File: config.mk
export PLATFORM = sky130hd
export DESIGN_NAME = axi_simple_master
export DESIGN_NICKNAME = d
export VERILOG_FILES = /design/src/rtl/amba_axi_pkg.sv /design/src/rtl/axi_simple_master.sv
export SDC_FILE = /design/constraint.sdc
export NUM_CORES = 1
export LEC_CHECK = 0
export CAP_MARGIN = 20
export CORE_AREA = 2 2 128 130
export DETAILED_ROUTE_END_ITERATION = 12
export DIE_AREA = 0 0 130 132
export GPL_ROUTABILITY_DRIVEN = 0
export PLACE_DENSITY_LB_ADDON = 0.05
export SYNTH_ARGS = -nofsm -noshare
export SYNTH_HDL_FRONTEND = slang
export SYNTH_SLANG_ARGS = --single-unit
File: constraint.sdc
create_clock -name clk -period 3.8 [get_ports clk]
set_input_delay 0.57 -clock clk [delete_from_list [all_inputs] [get_ports clk]]
set_output_delay 0.57 -clock clk [all_outputs]
set_load 0.02 [all_outputs]
File: src/rtl/amba_axi_pkg.sv
// AXI4 channel bundles and response codes shared by the single-beat 32-bit managers.
package amba_axi_pkg;
    localparam int AXI_ADDR_W = 32;
    localparam int AXI_DATA_W = 32;
    localparam int AXI_ID_W   = 4;
    localparam logic [1:0] AXI_BURST_INCR = 2'b01;
    localparam logic [2:0] AXI_SIZE_4B    = 3'b010;

    typedef enum logic [1:0] {
        OKAY   = 2'b00,
        EXOKAY = 2'b01,
        SLVERR = 2'b10,
        DECERR = 2'b11
    } axi_error_t;

    typedef struct packed {
        logic [AXI_ID_W-1:0]     awid;
        logic [AXI_ADDR_W-1:0]   awaddr;
        logic [7:0]              awlen;
        logic [2:0]              awsize;
        logic [1:0]              awburst;
        logic                    awlock;
        logic [3:0]              awcache;
        logic [2:0]              awprot;
        logic [3:0]              awqos;
        logic [3:0]              awregion;
        logic                    awuser;
        logic                    awvalid;
        logic [AXI_DATA_W-1:0]   wdata;
        logic [AXI_DATA_W/8-1:0] wstrb;
        logic                    wlast;
        logic                    wuser;
        logic                    wvalid;
        logic                    bready;
        logic [AXI_ID_W-1:0]     arid;
        logic [AXI_ADDR_W-1:0]   araddr;
        logic [7:0]              arlen;
        logic [2:0]              arsize;
        logic [1:0]              arburst;
        logic                    arlock;
        logic [3:0]              arcache;
        logic [2:0]              arprot;
        logic [3:0]              arqos;
        logic [3:0]              arregion;
        logic                    aruser;
        logic                    arvalid;
        logic                    rready;
    } s_axi_mosi_t;

    typedef struct packed {
        logic                    awready;
        logic                    wready;
        logic [AXI_ID_W-1:0]     bid;
        axi_error_t              bresp;
        logic                    bvalid;
        logic                    arready;
        logic [AXI_ID_W-1:0]     rid;
        logic [AXI_DATA_W-1:0]   rdata;
        axi_error_t              rresp;
        logic                    rlast;
        logic                    rvalid;
    } s_axi_miso_t;
endpackage

File: src/rtl/axi_simple_master.sv
// Converts a simple valid/ready request/response port into single-beat AXI4
// transactions, one outstanding at a time.
module axi_simple_master
    import amba_axi_pkg::*;
#(
    parameter int AXI_ID = 0,
    parameter int ADDR_W = 32
) (
    input  logic              clk,
    input  logic              rst,
    input  logic              req_valid,
    output logic              req_ready,
    input  logic              req_we,
    input  logic [ADDR_W-1:0] req_addr,
    input  logic [31:0]       req_wdata,
    input  logic [3:0]        req_wstrb,
    output logic              rsp_valid,
    input  logic              rsp_ready,
    output logic [31:0]       rsp_rdata,
    output logic              rsp_err,
    output s_axi_mosi_t       axi_mosi,
    input  s_axi_miso_t       axi_miso
);
    // Handshake rule on every port: a transfer happens on the rising edge where
    // valid and ready are both high; valid never waits on ready.
    typedef enum logic [2:0] {IDLE, RD_ADDR, RD_DATA, WR_REQ, WR_RESP, RSP} state_t;

    localparam logic [AXI_ID_W-1:0] ID_VAL = AXI_ID_W'(AXI_ID);

    state_t            state, state_nxt;
    logic [ADDR_W-1:0] addr_q;
    logic [31:0]       wdata_q;
    logic [3:0]        wstrb_q;
    logic              aw_done, w_done;
    logic [31:0]       rdata_q;
    logic              err_q;
    logic              aw_hs, w_hs;

    assign aw_hs = axi_mosi.awvalid && axi_miso.awready;
    assign w_hs  = axi_mosi.wvalid && axi_miso.wready;

    always_ff @(posedge clk) begin
        if (rst) state <= IDLE;
        else     state <= state_nxt;
    end

    always_comb begin
        state_nxt = state;
        req_ready = 1'b0;
        rsp_valid = 1'b0;
        axi_mosi  = '0;
        // Payload is driven from the capture registers at all times so it cannot
        // move while a valid is waiting for its ready.
        axi_mosi.awid    = ID_VAL;
        axi_mosi.awaddr  = AXI_ADDR_W'(addr_q);
        axi_mosi.awsize  = AXI_SIZE_4B;
        axi_mosi.awburst = AXI_BURST_INCR;
        axi_mosi.wdata   = wdata_q;
        axi_mosi.wstrb   = wstrb_q;
        axi_mosi.wlast   = 1'b1;
        axi_mosi.arid    = ID_VAL;
        axi_mosi.araddr  = AXI_ADDR_W'(addr_q);
        axi_mosi.arsize  = AXI_SIZE_4B;
        axi_mosi.arburst = AXI_BURST_INCR;
        unique case (state)
            IDLE: begin
                req_ready = 1'b1;
                if (req_valid) state_nxt = req_we ? WR_REQ : RD_ADDR;
            end
            RD_ADDR: begin
                axi_mosi.arvalid = 1'b1;
                if (axi_miso.arready) state_nxt = RD_DATA;
            end
            RD_DATA: begin
                axi_mosi.rready = 1'b1;
                if (axi_miso.rvalid) state_nxt = RSP;
            end
            WR_REQ: begin
                axi_mosi.awvalid = !aw_done;
                axi_mosi.wvalid  = !w_done;
                if ((aw_done || aw_hs) && (w_done || w_hs)) state_nxt = WR_RESP;
            end
            WR_RESP: begin
                axi_mosi.bready = 1'b1;
                if (axi_miso.bvalid) state_nxt = RSP;
            end
            RSP: begin
                rsp_valid = 1'b1;
                if (rsp_ready) state_nxt = IDLE;
            end
            default: state_nxt = IDLE;
        endcase
    end

    always_ff @(posedge clk) begin
        if (rst) begin
            addr_q  <= '0;
            wdata_q <= '0;
            wstrb_q <= '0;
            aw_done <= 1'b0;
            w_done  <= 1'b0;
            rdata_q <= '0;
            err_q   <= 1'b0;
        end else begin
            if (state == IDLE && req_valid) begin
                addr_q  <= req_addr;
                wdata_q <= req_wdata;
                wstrb_q <= req_wstrb;
                aw_done <= 1'b0;
                w_done  <= 1'b0;
            end
            if (state == WR_REQ && aw_hs) aw_done <= 1'b1;
            if (state == WR_REQ && w_hs)  w_done  <= 1'b1;
            if (state == RD_DATA && axi_miso.rvalid) begin
                rdata_q <= axi_miso.rdata;
                err_q   <= (axi_miso.rresp != OKAY) || (axi_miso.rid != ID_VAL) || !axi_miso.rlast;
            end
            if (state == WR_RESP && axi_miso.bvalid) begin
                rdata_q <= '0;
                err_q   <= (axi_miso.bresp != OKAY) || (axi_miso.bid != ID_VAL);
            end
        end
    end

    assign rsp_rdata = rdata_q;
    assign rsp_err   = err_q;
endmodule

# ---- Word level (Yosys, flattened, before mapping)
# Index checks and enable logic that the tools add are counted.
dict set report classes {
  add_sub_neg 0
  mul 0
  n_div 0
  n_lt_le_gt_ge 0
  n_eq_ne 11
  n_shift 0
  mux 20
  bitwise_logic 0
  n_reduce_logical 26
}
# cell count
set ops {}
lappend ops {{$mux 3} 6}
lappend ops {{$pmux 3 s6} 1}
lappend ops {{$mux 1} 12}
lappend ops {{$ne 2x2->1 const B} 6}
lappend ops {{$reduce_bool 2->1} 5}
lappend ops {{$logic_and 1x1->1} 8}
lappend ops {{$reduce_bool 4->1} 2}
lappend ops {{$eq 3x2->1 const B} 2}
lappend ops {{$eq 3x3->1 const B} 2}
lappend ops {{$reduce_and 6->1} 1}
lappend ops {{$logic_or 1x1->1} 5}
lappend ops {{$eq 3x1->1 const B} 1}
lappend ops {{$logic_not 1->1} 3}
lappend ops {{$logic_not 3->1} 1}
lappend ops {{$mux 2} 1}
lappend ops {{$reduce_or 2->1} 1}
dict set report totals {
  register_bits 106
  latchBits 0
  ram_bits 0
  romBits 0
  in_bits 123
  out_inout_bits 210
  word_cells 65
  mem_count 0
}

# ---- Depth between registers and ports, before layout
dict set report logic_depth {
  depth_word 7
  ltp_mapped 6
}

# ---- Worst setup path before layout
# No wires, ideal clock.
dict set report synth_timing {
  path_type {reg-to-output}
  from {reg state[1]}
  to {out axi_mosi[108] (netlist bit)}
  arrival_ns 1.331
  setup_slack_ns 1.899
  path_stages_with_launch 3
  path_buffers 1
  path_cell_list {dfxtp_1 -> buf_2 -> nor4bb_1}
}
# item line
set synth_lines {}
lappend synth_lines {{start, declared} axi_simple_master.sv:30} ;# state_t state, state_nxt;
lappend synth_lines {{start signal, assigned} axi_simple_master.sv:44} ;# else state <= state_nxt;
lappend synth_lines {{end, declared} axi_simple_master.sv:21} ;# output s_axi_mosi_t axi_mosi,

==> results_dict.tcl <==
set metrics [dict create \
    drive_gt1_share_pct 3.125 \
    cp.arrival_ns 2.26 \
    setup_slack_ns 0.9670 \
    grt_max_degree 71 \
    yosys.cell_types.count 36 \
    synth_top_cell_area_share_pct 45.67 \
    num_rows 46 \
    track_usage_pct 16.05 \
    final_hold_viol_count 0 \
    worstSkewPairLatency_ns 0.35 \
    cts_max_level 3 \
    p_leak_nw 2.650 \
    peakVddDrop_v 0.0002005 \
    post_drt_wl_per_cell_um 13.88 \
    rrSetupSlack_ns 1.78 \
    rr_startpoint "state[0]" \
    critPathCaptureType "primary output" \
    drc 0 \
    hpwl_um 10430 \
    finClkSkew_ns 0.006080 \
    clockRootBuffer "clkbuf_16" \
    wl_um 14100 \
    via_per_inst 4.197 \
    critical_path_buf_inv_count 1 \
    cp_slowest_stage_delay_ns 0.75 \
    hold_class "register to register" \
    cts_hold_buf 0 \
    grt_pass1_vias 4087 \
    holdPathStages 2 \
    yosysTopAreaCell "dfxtp_1" \
    clk_pin_slew_ns 0.07 \
    fillCellCount 1540 \
    postCtsResizedCells 0 \
    muxShareOfSynthArea_pct 0 \
    cp.required_ns 3.23 \
    core_um2 15710 \
    syn2layout_area_growth_pct 54.79 \
    crit_start "state[0]" \
    max_slew.worst_pin.slew_ns 0.7383 \
    worstSetupPathType "register to primary output" \
    powerDensity_nw_per_um2 451.3 \
    chipWidth_um 130 \
    setup_viol 0 \
    num-nets-final 918 \
    holdWs_ns 0.4533 \
    num_vias 4264 \
    cp_cell_sequence "nor4bb_1, clkdlybuf4s50_1" \
    critPathTopFamily "flip-flops" \
    worstRegToRegCells 4 \
    hold_end "wdata_q[3]" \
    seq_area_frac_synth_pct 45.67 \
    clkSinkCount 106 \
    synthAdderAreaFrac_pct 0 \
    clockBufferDepth 2 \
    synthCells 591 \
    num_antenna_cells 0 \
    io_buffers 262 \
    avgSynthCellArea_um2 7.863 \
    die_h_um 132 \
    cts_tree "done" \
    fin_setup_tns_ns 0 \
    period_needed_ns 2.833 \
    synth_seq_cells 106 \
    path_depth 2 \
    overflow 0 \
    maxSlewViolCount 0 \
    relSlewSlack_pct 50.78 \
    dp_slack_ns 1.305 \
    crit_slowest_cell "dfxtp_1" \
    antenna_found_initial 0 \
    grt_pass1_wl_um 21510 \
    syn_area_um2 4647 \
    hold_start "wdata_q[3]" \
    max_clock_freq_mhz 353.0 \
    rsz0062_at_grt "no" \
    post_cts_buffers 0 \
    cts_made_buffers 9 \
    outcome "finished clean" \
    pin_count 333 \
    synth_top_family_by_area "buffers and inverters" \
    r2r_end "addr_q[21]" \
    first_pass_iters 4 \
    yosys.area_share.simple_pct 20.46 \
    cp-start-kind "register" \
    min_period_over_period_pct 74.55 \
    drt_iter0_markers 179 \
    synthTopCellsByArea "dfxtp_1, buf_4, nand2_1" \
    initial_utilization_pct 29.57 \
    antenna_left 0 \
    yosysWarnings 0 \
    cp_max_fo 21 \
    synth_compound_area_share_pct 12.90 \
    die_area_um2 17160 \
    max-cap-violations 0 \
    synth_xor_area_share_pct 0 \
]
-- layout make-up --
class	instances	area (µm²)	area share (%)
Timing Repair Buffer	266	2660	36.98
Sequential cell	106	2122	29.50
Multi-Input combinational cell	410	1813	25.20
Tap cell	216	270.3	3.757
Clock buffer	11	242.7	3.375
Clock inverter	5	77.57	1.078
Inverter	2	7.507	0.1044
-- cell usage in the layout, fill, tap and decap left out, types with 2 or more instances in the layout --
| cell type | netlist | final |
|---|---|---|
| clkdlybuf4s50_1 | 0 | 261 |
| nand2_1 | 201 | 201 |
| dfxtp_1 | 106 | 106 |
| a21oi_1 | 100 | 100 |
| conb_1 | 2 | 70 |
| clkbuf_16 | 0 | 9 |
| nor2_1 | 6 | 6 |
| nor2b_1 | 3 | 3 |
| nor4bb_1 | 3 | 3 |
| buf_4 | 107 | 3 |
| nor3_1 | 2 | 2 |
| inv_1 | 2 | 2 |
| o21ai_0 | 2 | 2 |
| a22oi_1 | 2 | 2 |
| bufinv_16 | 0 | 2 |
| clkinv_2 | 0 | 2 |
-- flip-flops by register name (all words and copies together), names as in the netlist --
name	flops
rsp_err	1
aw_done	1
state	3
wstrb_q	4
wdata_q	32
addr_q	32
rsp_rdata	32
w_done	1
-- cells by family (layout without fill, tap and decap cells) --
logic type	after synthesis	after routing
other	2	70
and+or+nand+nor	227	227
buffers and inverters	143	284
DFF	106	106
AOI/OAI and AO/OA	113	113
-- metal layers --
| layer | share of wire [%] | vias up | GRT usage, % |
|---|---|---|---|
| li1 | - | 2134 | - |
| met1 | 39 | 1935 | 17.53 |
| met2 | 51 | 182 | 28.59 |
| met3 | 8.6 | 13 | 5.763 |
| met4 | 1.4 | 0 | 5.197 |
| met5 | 0 | - | 0 |
-- worst register-to-register path, stage by stage (launching register included) --
cell,delay (ns)
dfxtp_1,0.52
or4b_2,0.71
buf_4,0.36
nand2_1,0.21
a21oi_1,0.07
-- per-stage QoR --
step           util, %  power [W]  area [µm²]  cells
3_3_place_gp     43.74   0.002261        6873   1000
6_report         45.78   0.003247        7193   1016
3_5_place_dp     43.74   0.002271        6873   1000
5_1_grt          45.78   0.003415        7193   1016
4_1_cts          45.78   0.003302        7193   1016
2_1_floorplan        -   0.001907        4902    659
-- cells in the mapped netlist --
cell type    n
inv_1        2
buf_6        2
buf_2       11
nor4b_4      1
nor3_1       2
o221ai_1     1
a31oi_1      1
a22oi_1      2
o31ai_1      1
nand2b_1     1
dfxtp_1    106
clkbuf_1    21
a2111oi_0    1
conb_1       2
buf_4      107
a21oi_1    100
o311ai_0     1
and3_1       1
or4b_1       1
nor2b_1      3
o21ai_0      2
a32o_1       1
nand2_1    201
or2_2        1
nand4bb_1    1
and2_1       1
and4bb_2     1
nor4bb_1     3
or3b_2       1
nor4b_1      1
a221oi_1     1
or4_1        1
nor3b_1      1
nor2_1       6
o211ai_1     1
a211oi_1     1
-- where the power goes --
group	leakage, nW	switching, W	total [W]	internal (W)
clock	0.156	0.000420	0.00101	0.000594
combinational	1.63	0.000514	0.000943	0.000430
sequential	0.865	0.0000781	0.00129	0.00121
-- worst max path at each step --
| stage | to | slack [ns] |
|---|---|---|
| final | axi_mosi[69] | 0.97 |
| after global routing | axi_mosi[108] | 0.77 |
| after CTS | axi_mosi[69] | 0.96 |
| after global placement | aw_done | 1.29 |
| after detailed placement | w_done | 1.30 |
| after floorplan | axi_mosi[108] | 1.90 |
Note: power is estimated with default switching activity, not from simulation.
==> variant 1 (config.mk and constraints unchanged) <==
The 6 states of `state_t` get a one-hot encoding in 6 bits.
--- a/src/rtl/axi_simple_master.sv
+++ b/src/rtl/axi_simple_master.sv
@@ -24,5 +24,5 @@
     // Handshake rule on every port: a transfer happens on the rising edge where
     // valid and ready are both high; valid never waits on ready.
-    typedef enum logic [2:0] {IDLE, RD_ADDR, RD_DATA, WR_REQ, WR_RESP, RSP} state_t;
+    typedef enum logic [5:0] {IDLE = 6'b000001, RD_ADDR = 6'b000010, RD_DATA = 6'b000100, WR_REQ = 6'b001000, WR_RESP = 6'b010000, RSP = 6'b100000} state_t;
 
     localparam logic [AXI_ID_W-1:0] ID_VAL = AXI_ID_W'(AXI_ID);
Function: no difference found for any inputs over 10 cycles, from zero or initial values and one cycle with rst high; not proved beyond that.
==> variant 1 against the original RTL <==
Power fell by 4.5%. Sequential power barely moved. Synthesized cell count fell by 0.17%. Utilization rose by 2.0 points. Area after synthesis rose by 6.9%. Routed wire length rose by 0.79%. Highest routed layer unchanged. Count of clock-buffer cells in the layout rose by 1. Cell area rose by 4.4%. Setup slack got worse by 0.025 ns. Combinational power fell by 7.6%. Sequential cell count rose by 3. Final cell count rose by 0.30%. Die area did not move.
==> variant 1: results (changes against the original RTL) <==
TritonCTS Buffers = 9 (unchanged)
Largest net degree at the start of global routing = 80 (+13%)
Top post-synthesis cells by area = dfxtp_1 44%, buf_4 16%, nand2_1 11%
Post-CTS setup buffers = 0 (unchanged)
Post-synthesis sequential area ratio = 0.439 (-0.0172)
Top_reg_cell synth = dfxtp_1
Post-synthesis share of cell area spent on xor and xnor gates = 0.00353 (+0.00353)
Met1 Use GR = 0.187 (+0.0120)
WL/cell = 13.9 um (+0.49%)
GR Util All Layers = 0.158 (-0.00209)
Flop pwr share = 0.417 (+0.020)
Int Pwr = 2.13 mW (-4.8%)
ANT cells = 0 (unchanged)
Dpl cells = 1,003 (+0.30%)
Met3 Use GR = 0.0645 (+0.00690)
Clock Skews = 0.00605 ns (-0.0000310 ns)
Mean cell area of the mapped netlist = 8.42 um^2 (+7.0%)
Worst-path clk slew = 0.07 ns (about the same)
Count of cell types in the netlist = 47 (+31%)
CP Data Arrival Time = 2.29 ns (+0.03 ns)
Fillcell total = 1,533 (-0.45%)
Leak = 3.07 nW (+16%)
Compound-Gate Fraction of Synth Area = 0.0957 (-0.0332)
Clock latency on the worst-skew pair = 0.35 ns (about the same)
Multi-input combinational cell area = 2090 um^2 (+15%)
Outcome = finished, final reports clean
Vias = 4,340 (+1.8%)
Routed WL = 14.2 mm (+0.79%)
First-pass GRT wire length = 21.3 mm (-1.2%)
Max clock buf depth = 2 (unchanged)
Dpl cell area = 7210 um^2 (+4.9%)
Final nets = 921 (+0.33%)
Clock root buffer = clkbuf_16
Met3 wire length = 1.40 mm (+15%)
DR pass1 iterations = 4 (unchanged)
Met2 Use GR = 0.263 (-0.0227)
Vias in the first global route = 3,993 (-2.3%)
Number of DRC markers in iteration 0 = 134 (-25%)
Crit path max fanout = 14 (-33%)
H-tree levels = 3 (unchanged)
Post-CTS resize count = 0 (unchanged)
Adder-cell area share of the yosys netlist = 0 (unchanged)
Metal2 WL = 6.91 mm (-3.5%)
Worst-case vdd ir drop = 219 uV (+9.4%)
Share of layout cells above drive strength 1 = 0.0411 (+0.00985)
Port buffer count = 262 (unchanged)
Dpl hpwl = 10.5 mm (+1.2%)
Post-synth top cells = 140 x nand2_1, 109 x dfxtp_1, 105 x buf_4
Met1 wire length = 5.76 mm (+4.1%)
Post-synthesis mux area share = 0.0668 (+0.0668)
DR top layer = met4
Slew @ Worst Pin = 1.01 ns (+0.270 ns)
Initial antenna violation count = 0 (unchanged)
YS warnings = 0 (unchanged)
Clk. pwr = 0.934 mW (-8%)
Post-synth ARST share = 0 (unchanged)
## variant 1: cell types whose count changed after synthesis, moves of 3 or more
cell,before,now
a21oi_1,100,73
clkbuf_1,21,17
dfxtp_1,106,109
mux2i_1,0,32
nand2_1,201,140
nand3b_1,0,6
nor2_1,6,38
nor3b_1,1,8
nor4bb_1,3,0
## variant 1: critical path, cell delays in order (launching register included)
cell and delay (ns):
dfxtp_1 0.49, or4_4 0.60, nor3b_1 0.18, clkdlybuf4s50_1 0.66
## variant 1: cell type report
| class | instances | area share |
|---|---|---|
| Sequential cell | 109 | 0.291 |
| Timing Repair Buffer | 266 | 0.354 |
| Clock buffer | 12 | 0.0355 |
| Tap cell | 216 | 0.0360 |
| Inverter | 3 | 0.00150 |
| Multi-Input combinational cell | 409 | 0.278 |
| Clock inverter | 4 | 0.00417 |
## variant 1: logic make-up after synthesis
kind of cell,count (synthesis)
simple gates,217
buf+inv,140
flops,109
compound gates,87
mux,33
xor+xnor,2
other cells,2
## variant 1: per-stage QoR
step / power, mW / worst slack [ns] / util
3_5_place_dp: 2.20 / 1.11 / 0.459
2_1_floorplan: 1.88 / 1.64 / -
3_3_place_gp: 2.19 / 1.14 / 0.459
4_1_cts: 3.15 / 0.898 / 0.478
6_report: 3.10 / 0.942 / 0.478
5_1_grt: 3.27 / 0.768 / 0.478
## variant 1: worst paths after layout
kind                            startpoint                        end  slack, ns  cells past startpoint
setup / recovery     state[4]$_SDFFE_PP0P_                axi_mosi[0]       0.94                      3
hold / removal    wdata_q[30]$_SDFFE_PP0P_   wdata_q[30]$_SDFFE_PP0P_       0.46                      2
hold reg to reg   wdata_q[30]$_SDFFE_PP0P_   wdata_q[30]$_SDFFE_PP0P_       0.46                      2
setup reg to reg     state[4]$_SDFFE_PP0P_  rsp_rdata[0]$_SDFFE_PP0P_       1.21                      5
==> variant 2 (same settings) <==
Without the edit above. `AXI_ID_W`: 4 -> 3.
--- a/src/rtl/amba_axi_pkg.sv
+++ b/src/rtl/amba_axi_pkg.sv
@@ -3,5 +3,5 @@
     localparam int AXI_ADDR_W = 32;
     localparam int AXI_DATA_W = 32;
-    localparam int AXI_ID_W   = 4;
+    localparam int AXI_ID_W   = 3;
     localparam logic [1:0] AXI_BURST_INCR = 2'b01;
     localparam logic [2:0] AXI_SIZE_4B    = 3'b010;
Ports: changed (resized axi_miso and axi_mosi); port bits go from 333 to 329. The function was not compared with the original's and may differ.
==> variant 2 against the original RTL <==
Area after synthesis is 0.62% lower. Combinational power is 2% lower. Fmax is 2.8% lower. Die area stayed put. Setup slack worse by 0.081 ns. Power is 2.5% lower. Sequential cell count stayed put. Routed wire length is 3.4% higher. Cell area is 0.21% lower. Largest cell class unchanged. Highest routed layer unchanged.
==> variant 2: results (changes against the original RTL) <==
Top post-synthesis cells by area = dfxtp_1 46%, buf_4 17%, nand2_1 16%
Met1 wire length = 5.75 mm (+3.9%)
CP Data Arrival Time = 2.34 ns (+0.08 ns)
Worst reg2reg startpoint = state[1]$_SDFFE_PP0P_
Crit path max fanout = 14 (-33%)
Hold Path End = wdata_q[18]$_SDFFE_PP0P_
Clock root buffer = clkbuf_16
ANT cells = 0 (unchanged)
Post-synth top cells = 203 x nand2_1, 106 x dfxtp_1, 103 x a21oi_1, 103 x buf_4, 18 x buf_2
Count of cell types in the netlist = 35 (-2.8%)
Final period utilization = 0.767 (+0.0212)
Metal2 WL = 7.27 mm (+1.6%)
Sw Ratio = 0.322 (+0.0108)
First-pass GRT wire length = 21.8 mm (+1.4%)
Clock Skews = 0.00644 ns (+0.000361 ns)
Reg-to-reg endpoint = rsp_err$_SDFFE_PP0P_
Largest net degree at the start of global routing = 71 (unchanged)
Hold wc startpoint = wdata_q[18]$_SDFFE_PP0P_
Post-CTS setup buffers = 0 (unchanged)
# hold bufs at CTS = 0 (unchanged)
TritonCTS Buffers = 9 (unchanged)
Leak = 2.64 nW (-0.48%)
Number of DRC markers in iteration 0 = 192 (+7.3%)
Worst Setup SP = state[0]$_SDFFE_PP0P_
Slew Limit Headroom = 0.482 (-0.0258)
YS warnings = 0 (unchanged)
Pre-CTS setup slack = 1.26 ns (-0.0422 ns)
Post-synthesis sequential area ratio = 0.459 (+0.00285)
Top_reg_cell synth = dfxtp_1
Outcome = finished, final reports clean
Combinational share of power = 0.293 (+0.003)
Clock latency on the worst-skew pair = 0.35 ns (about the same)
Met3 wire length = 1.30 mm (+7.4%)
Detail-routed via count per cell = 4.22 (+0.53%)
Register-to-Register Path Depth = 4 (unchanged)
H-tree levels = 3 (unchanged)
Port buffer count = 260 (-0.76%)
Routed WL = 14.6 mm (+3.4%)
CP endpoint = axi_mosi[68]
DR top layer = met4
Post-DRT Antenna Nets = 0 (unchanged)
Vias in the first global route = 3,974 (-2.8%)
R2R Setup Slk = 1.69 ns (-0.09 ns)
DR pass1 iterations = 4 (unchanged)
Dpl hpwl = 10.8 mm (+3.4%)
Worst-case vdd ir drop = 246 uV (+23%)
GR Util All Layers = 0.163 (+0.00268)
Hold Crit Class = reg2reg
Share of layout cells above drive strength 1 = 0.0349 (+0.00366)
[variant 2: cell count changes after synthesis, sizes merged, moves of 2 or more]
cell / unedited run / this run
nand2: 201 / 203
nand3b: 0 / 2
a21oi: 100 / 103
clkbuf: 21 / 17
a22oi: 2 / 0
nor2b: 3 / 1
nor2: 6 / 3
[variant 2: power groups by stage]
stage / sequential [mW] / clock [mW] / combinational [mW]
final: 1.29 / 0.952 / 0.926
after global routing: 1.30 / 1.04 / 1.00
after CTS: 1.29 / 0.991 / 0.939
after detailed placement: 1.31 / 0 / 0.936
after global placement: 1.31 / 0 / 0.931
after floorplan: 1.40 / 0 / 0.479
[variant 2: cells by family (layout without fill, tap and decap cells)]
family,count (synthesis),count (layout),synth area share
AOI/OAI and AO/OA,114,114,0.129
buffers and inverters,141,286,0.203
DFF,106,106,0.459
muxes,1,1,0.00217
other,2,68,0.00163
and+or+nand+nor,227,227,0.204
[variant 2: metrics by stage]
step	cells	hold slack, ns	cell area [um^2]
after floorplan	657	0.465	4870
after global placement	1002	0.443	6870
after detailed placement	1002	0.446	6870
after CTS	1018	0.456	7180
after global routing	1018	0.478	7180
final	1018	0.456	7180
[variant 2: worst max-delay path, stage by stage, from the launching register on]
cell	delay [ns]
dfxtp_1	0.65
inv_1	0.19
or3_1	0.43
nor2_1	0.12
clkdlybuf4s50_1	0.61
[variant 2: layout make-up]
class	count	area (um^2)
sequential	106	2120
tap	216	270
fill	1585	8530
inverter	3	11.3
multi-input combinational	410	1820
timing repair buffer	267	2650
clock inverter	7	78.8
clock buffer	9	225
[variant 2: per-layer routing]
metal / up-vias / global-route usage
li1: 2146 / -
met1: 1947 / 0.188
met2: 190 / 0.279
met3: 12 / 0.0540
met4: 0 / 0.0591
met5: - / 0
